File: config.mk
export PLATFORM = sky130hd
export DESIGN_NAME = regfile_mp
export DESIGN_NICKNAME = d
export VERILOG_FILES = /design/src/rtl/rf_pkg.sv /design/src/rtl/rf_scoreboard.sv /design/src/rtl/regfile_mp.sv
export SDC_FILE = /design/constraint.sdc
export NUM_CORES = 2
export LEC_CHECK = 0
export CORE_MARGIN = 2
export CORE_UTILIZATION = 50
export DETAILED_ROUTE_END_ITERATION = 10
export PLACE_DENSITY = 0.67
export SYNTH_ARGS = -nofsm -noshare
export SYNTH_HDL_FRONTEND = slang
export SYNTH_SLANG_ARGS = --single-unit
export TNS_END_PERCENT = 1
File: constraint.sdc
create_clock -name clk -period 5.8 [get_ports clk]
set_clock_uncertainty 0.15 [all_clocks]
set_input_delay 0.87 -clock clk [delete_from_list [all_inputs] [get_ports clk]]
set_output_delay 0.87 -clock clk [all_outputs]
set_load 0.01 [all_outputs]
File: src/rtl/rf_pkg.sv
// Shared constants for the multi-port register file with issue scoreboard.
package rf_pkg;

    localparam int unsigned DEF_A_WIDTH = 5;
    localparam int unsigned DEF_D_WIDTH = 32;

    localparam int unsigned REG_ZERO = 0;
    localparam int unsigned REG_S1   = 9;
    localparam int unsigned REG_A0   = 10;

endpackage

File: src/rtl/rf_scoreboard.sv
// Per-register pending-write bits: set on issue, cleared on writeback, set wins.
module rf_scoreboard
    import rf_pkg::*;
#(
    parameter int unsigned A_WIDTH = DEF_A_WIDTH
) (
    input  logic               clk,
    input  logic               rst_n,
    input  logic               set_en,
    input  logic [A_WIDTH-1:0] set_addr,
    input  logic               clr_en,
    input  logic [A_WIDTH-1:0] clr_addr,
    input  logic [A_WIDTH-1:0] q1_addr,
    input  logic [A_WIDTH-1:0] q2_addr,
    output logic               q1_busy,
    output logic               q2_busy
);

    localparam int unsigned DEPTH = 2 ** A_WIDTH;

    logic [DEPTH-1:0] busy;

    // Set is applied after clear so a new producer stays outstanding.
    always_ff @(posedge clk) begin
        if (!rst_n) begin
            busy <= '0;
        end else begin
            if (clr_en && (clr_addr != A_WIDTH'(REG_ZERO))) begin
                busy[clr_addr] <= 1'b0;
            end
            if (set_en && (set_addr != A_WIDTH'(REG_ZERO))) begin
                busy[set_addr] <= 1'b1;
            end
        end
    end

    assign q1_busy = busy[q1_addr];
    assign q2_busy = busy[q2_addr];

endmodule

File: src/rtl/regfile_mp.sv
// Two-read/one-write register file with trigger load and issue scoreboard.
// Optional same-cycle write-to-read bypass enabled by defining RF_BYPASS_EN.
module regfile_mp
    import rf_pkg::*;
#(
    parameter int unsigned A_WIDTH  = DEF_A_WIDTH,
    parameter int unsigned D_WIDTH  = DEF_D_WIDTH,
    parameter int unsigned TRIG_REG = REG_S1,
    parameter int unsigned TRIG_VAL = 1
) (
    input  logic               clk,
    input  logic               rst_n,
    input  logic [A_WIDTH-1:0] ad1,
    input  logic [A_WIDTH-1:0] ad2,
    output logic [D_WIDTH-1:0] rd1,
    output logic [D_WIDTH-1:0] rd2,
    input  logic               we3,
    input  logic [A_WIDTH-1:0] ad3,
    input  logic [D_WIDTH-1:0] wd3,
    input  logic               issue_valid,
    input  logic [A_WIDTH-1:0] issue_rd,
    output logic               rs1_busy,
    output logic               rs2_busy,
    output logic               hazard,
    input  logic               trigger,
    output logic [D_WIDTH-1:0] a0
);

    localparam int unsigned DEPTH = 2 ** A_WIDTH;
    localparam logic [A_WIDTH-1:0] ZERO_ADDR = A_WIDTH'(REG_ZERO);
    localparam logic [A_WIDTH-1:0] TRIG_ADDR = A_WIDTH'(TRIG_REG);

    logic [D_WIDTH-1:0] regs [DEPTH];
    logic               wr_en;
    logic               q1_busy;
    logic               q2_busy;

    assign wr_en = rst_n && we3 && (ad3 != ZERO_ADDR);

    // Writeback is applied after trigger so we3 data wins on a collision.
    always_ff @(posedge clk) begin
        if (!rst_n) begin
            for (int unsigned i = 0; i < DEPTH; i++) begin
                regs[i] <= '0;
            end
        end else begin
            if (trigger && (TRIG_ADDR != ZERO_ADDR)) begin
                regs[TRIG_ADDR] <= D_WIDTH'(TRIG_VAL);
            end
            if (wr_en) begin
                regs[ad3] <= wd3;
            end
        end
    end

    rf_scoreboard #(
        .A_WIDTH (A_WIDTH)
    ) u_scoreboard (
        .clk      (clk),
        .rst_n    (rst_n),
        .set_en   (issue_valid),
        .set_addr (issue_rd),
        .clr_en   (we3),
        .clr_addr (ad3),
        .q1_addr  (ad1),
        .q2_addr  (ad2),
        .q1_busy  (q1_busy),
        .q2_busy  (q2_busy)
    );

    // Read ports; register 0 is forced to zero regardless of array contents.
    always_comb begin
        rd1      = (ad1 == ZERO_ADDR) ? '0 : regs[ad1];
        rd2      = (ad2 == ZERO_ADDR) ? '0 : regs[ad2];
        rs1_busy = q1_busy;
        rs2_busy = q2_busy;
`ifdef RF_BYPASS_EN
        if (wr_en && (ad3 == ad1)) begin
            rd1 = wd3;
            if (!(issue_valid && (issue_rd == ad1))) begin
                rs1_busy = 1'b0;
            end
        end
        if (wr_en && (ad3 == ad2)) begin
            rd2 = wd3;
            if (!(issue_valid && (issue_rd == ad2))) begin
                rs2_busy = 1'b0;
            end
        end
`endif
    end

    assign hazard = rs1_busy | rs2_busy;
    assign a0     = regs[A_WIDTH'(REG_A0)];

endmodule
==> flow_metrics.py <==
metrics = {
    "power_and_ir_drop": {
        "vdd_drop_max_uv": 244,
        "power_mw": 18.8,
        "power_density_mw_per_mm2": 296,
        "leakage_nw": 21.9,
    },
    "synthesis": {
        "synth-seq-cells": 1056,
        "yosys-top-cells-count": "edfxtp_1, and2_1, mux4_2",
        "ys_seq_area_share_pct": 56.0,
        "synthCells": 3576,
        "yosysWarnings": 0,
        "synth-edff-count": 1024,
        "synth.most_common_cell": "edfxtp_1",
        "synthArstFlopShare_pct": 0,
        "synth_area_mm2": 0.0561,
        "synth.top_cell.area_share_pct": 54.8,
        "yosys.area.top_type": "edfxtp_1",
        "synth_flop_cell": "edfxtp_1",
        "synth.area.top_cells": "edfxtp_1, mux4_2, and2_1",
        "syn_avg_cell_area_um2": 15.7,
        "synth_cell_type_count": 44,
    },
    "routing": {
        "drc": 0,
        "vias": 34100,
        "initialDrtViolationCount": 4590,
        "via_per_inst": 6.53,
        "routedWlPerCell_um": 34.0,
        "drtPass1Iterations": 7,
        "routed_wl_um": 178000,
        "ant_nets": 0,
    },
    "finish": {
        "multi_input_area_mm2": 0.0234,
        "fillerInstances": 8531,
        "drive_above_1_share_pct": 23.8,
        "finalInstanceArea_mm2": 0.0635,
        "syn_to_final_growth_pct": 13.2,
        "nets": 3691,
        "layout.area.seq_mm2": 0.0314,
    },
    "critical_path": {
        "slowest_stage": "clkdlybuf4s50_1",
        "crit_arrival_ns": 3.88,
        "critPathMaxFanout": 84,
        "cp-end-kind": "output pin",
        "start_kind": "input pin",
        "crit_chain": "buf_8, buf_4, mux4_2, mux2i_1, o22a_1, o221ai_1, clkdlybuf4s50_1",
        "cpPeakStageDelay_ns": 0.59,
        "cp.required_ns": 4.78,
        "worstSetupPathType": "input pin to output pin",
    },
    "placement": {
        "port_buffers": 155,
        "routabilityCongestion": 0.952,
        "placedInstanceArea_mm2": 0.0597,
        "dp_hpwl_um": 107000,
    },
    "timing": {
        "setup-tns-final_ns": 0,
        "setup_violations": 0,
        "max_slew_margin_pct": 17.4,
        "worstMarginPinSlew_ns": 1.23,
        "rsz0062_at_grt": "false",
        "fin_crit_sh_pct": 84.6,
        "fin_crit_ns": 4.90,
        "hold_viol": 0,
        "fmax_ghz": 0.204,
        "slew_viol_final": 0,
    },
    "floorplan": {
        "die_h_um": 339,
        "core_area_mm2": 0.111,
        "num_io_pins": 156,
        "start_util_pct": 50.5,
        "fp.dieArea_mm2": 0.115,
        "die_w_um": 339,
        "fp-row-count": 122,
    },
    "clocking": {
        "cts_root_buffer": "clkbuf_16",
        "hold_buffers": 0,
        "insertion_delay_ns": 0.69,
        "clkSlewWorstSetupHoldPaths_ns": 0.06,
        "clockBufferDepth": 3,
        "numCtsBuffers": 114,
        "cts_tree": "yes",
        "cts_max_level": 3,
        "cts.sinks": 1056,
        "cts-resized-gates": 0,
        "postCtsSetupRepairBufs": 0,
    },
    "global_routing": {
        "grt_pass1_wl_um": 251000,
        "grt_pass1_vias": 34200,
        "grt.total_usage_pct": 30.8,
        "antenna_found_initial": 14,
        "grt_max_degree": 85,
        "grt-ovfl-total": 0,
    },
    "flow_run": {
        "drv_cap": 0,
    },
    "outcome": {
        "status": "finished clean",
    },
    "min_path": {
        "min_path_type": "flop to flop",
    },
}
## final timing paths
| path | cells past startpoint | endpoint | start | slack, ns |
|---|---|---|---|---|
| worst max-delay path | 7 | rd1[20] | ad1[1] | 0.90 |
| worst min-delay path | 2 | u_scoreboard.busy[17] | u_scoreboard.busy[17] | 0.35 |
| worst max register to register | 2 | u_scoreboard.busy[4] | u_scoreboard.busy[4] | 4.94 |
| worst min register to register | 2 | u_scoreboard.busy[17] | u_scoreboard.busy[17] | 0.35 |
## cell type report
cell class                      count  area share [%]
Sequential cell                  1056            49.5
Multi-Input combinational cell   2142            36.9
Clock inverter                     59           0.795
Clock buffer                      151            5.10
Tap cell                         1488            2.93
Inverter                           32           0.189
Timing Repair Buffer              288            4.61
Antenna cell                        4          0.0158
## worst max-delay path, delay by kind of cell
family / cells / cell delay (ns)
AO/OA/AOI/OAI: 2 / 0.50
buffers and inverters: 3 / 1.45
multiplexers: 2 / 0.84
## logic make-up (layout without fill, tap and decap cells)
family / Yosys count / count (layout) / synth area share [%]
AND/OR/NAND/NOR: 1102 / 1102 / 12.1
flip-flops: 1056 / 1056 / 56.0
multiplexers: 791 / 791 / 25.5
buffers and inverters: 409 / 530 / 3.39
AO/OA/AOI/OAI: 217 / 217 / 2.99
other: 1 / 36 / 0.00669
## metrics by stage
stage / worst slack [ns] / std cells / hold slack, ns / util, %
finish: 0.896 / 5220 / 0.350 / 57.2
global route: 0.860 / 5217 / 0.362 / 57.2
global placement: 0.949 / 5006 / 0.325 / 53.8
CTS: 0.968 / 5216 / 0.341 / 57.2
floorplan: 0.521 / 3607 / 0.305 / -
detailed placement: 0.980 / 5006 / 0.331 / 53.8
## state kept, by name, summed over array words and instances (netlist names)
name / cells
regs: 1024
u_scoreboard.busy: 32
## metal layers
layer	track usage [%]	vias up	wire length, um
met5	0	-	69
met4	16.1	12	10500
met3	5.28	365	18200
met2	48.5	2099	83600
met1	41.4	17700	65200
li1	-	14000	-
## report_power, final
| group | total, mW | switching (mW) | internal [mW] | leakage [nW] |
|---|---|---|---|---|
| clock network | 7.33 | 3.05 | 4.28 | 1.84 |
| logic | 2.44 | 1.37 | 1.07 | 10.0 |
| registers | 9.00 | 0.207 | 8.79 | 10.1 |
| total | 18.8 | 4.62 | 14.1 | 21.9 |
## placed cells by master, fill, tap and decap left out, types with 32 or more instances in the layout
master	n
buf_4	106
dfxtp_1	32
conb_1	32
clkdlybuf4s50_1	148
o221ai_1	64
o22a_1	64
edfxtp_1	1024
mux2i_1	279
and2_1	994
clkbuf_16	123
mux4_2	512
No activity file was read; power rests on OpenSTA's default activity.
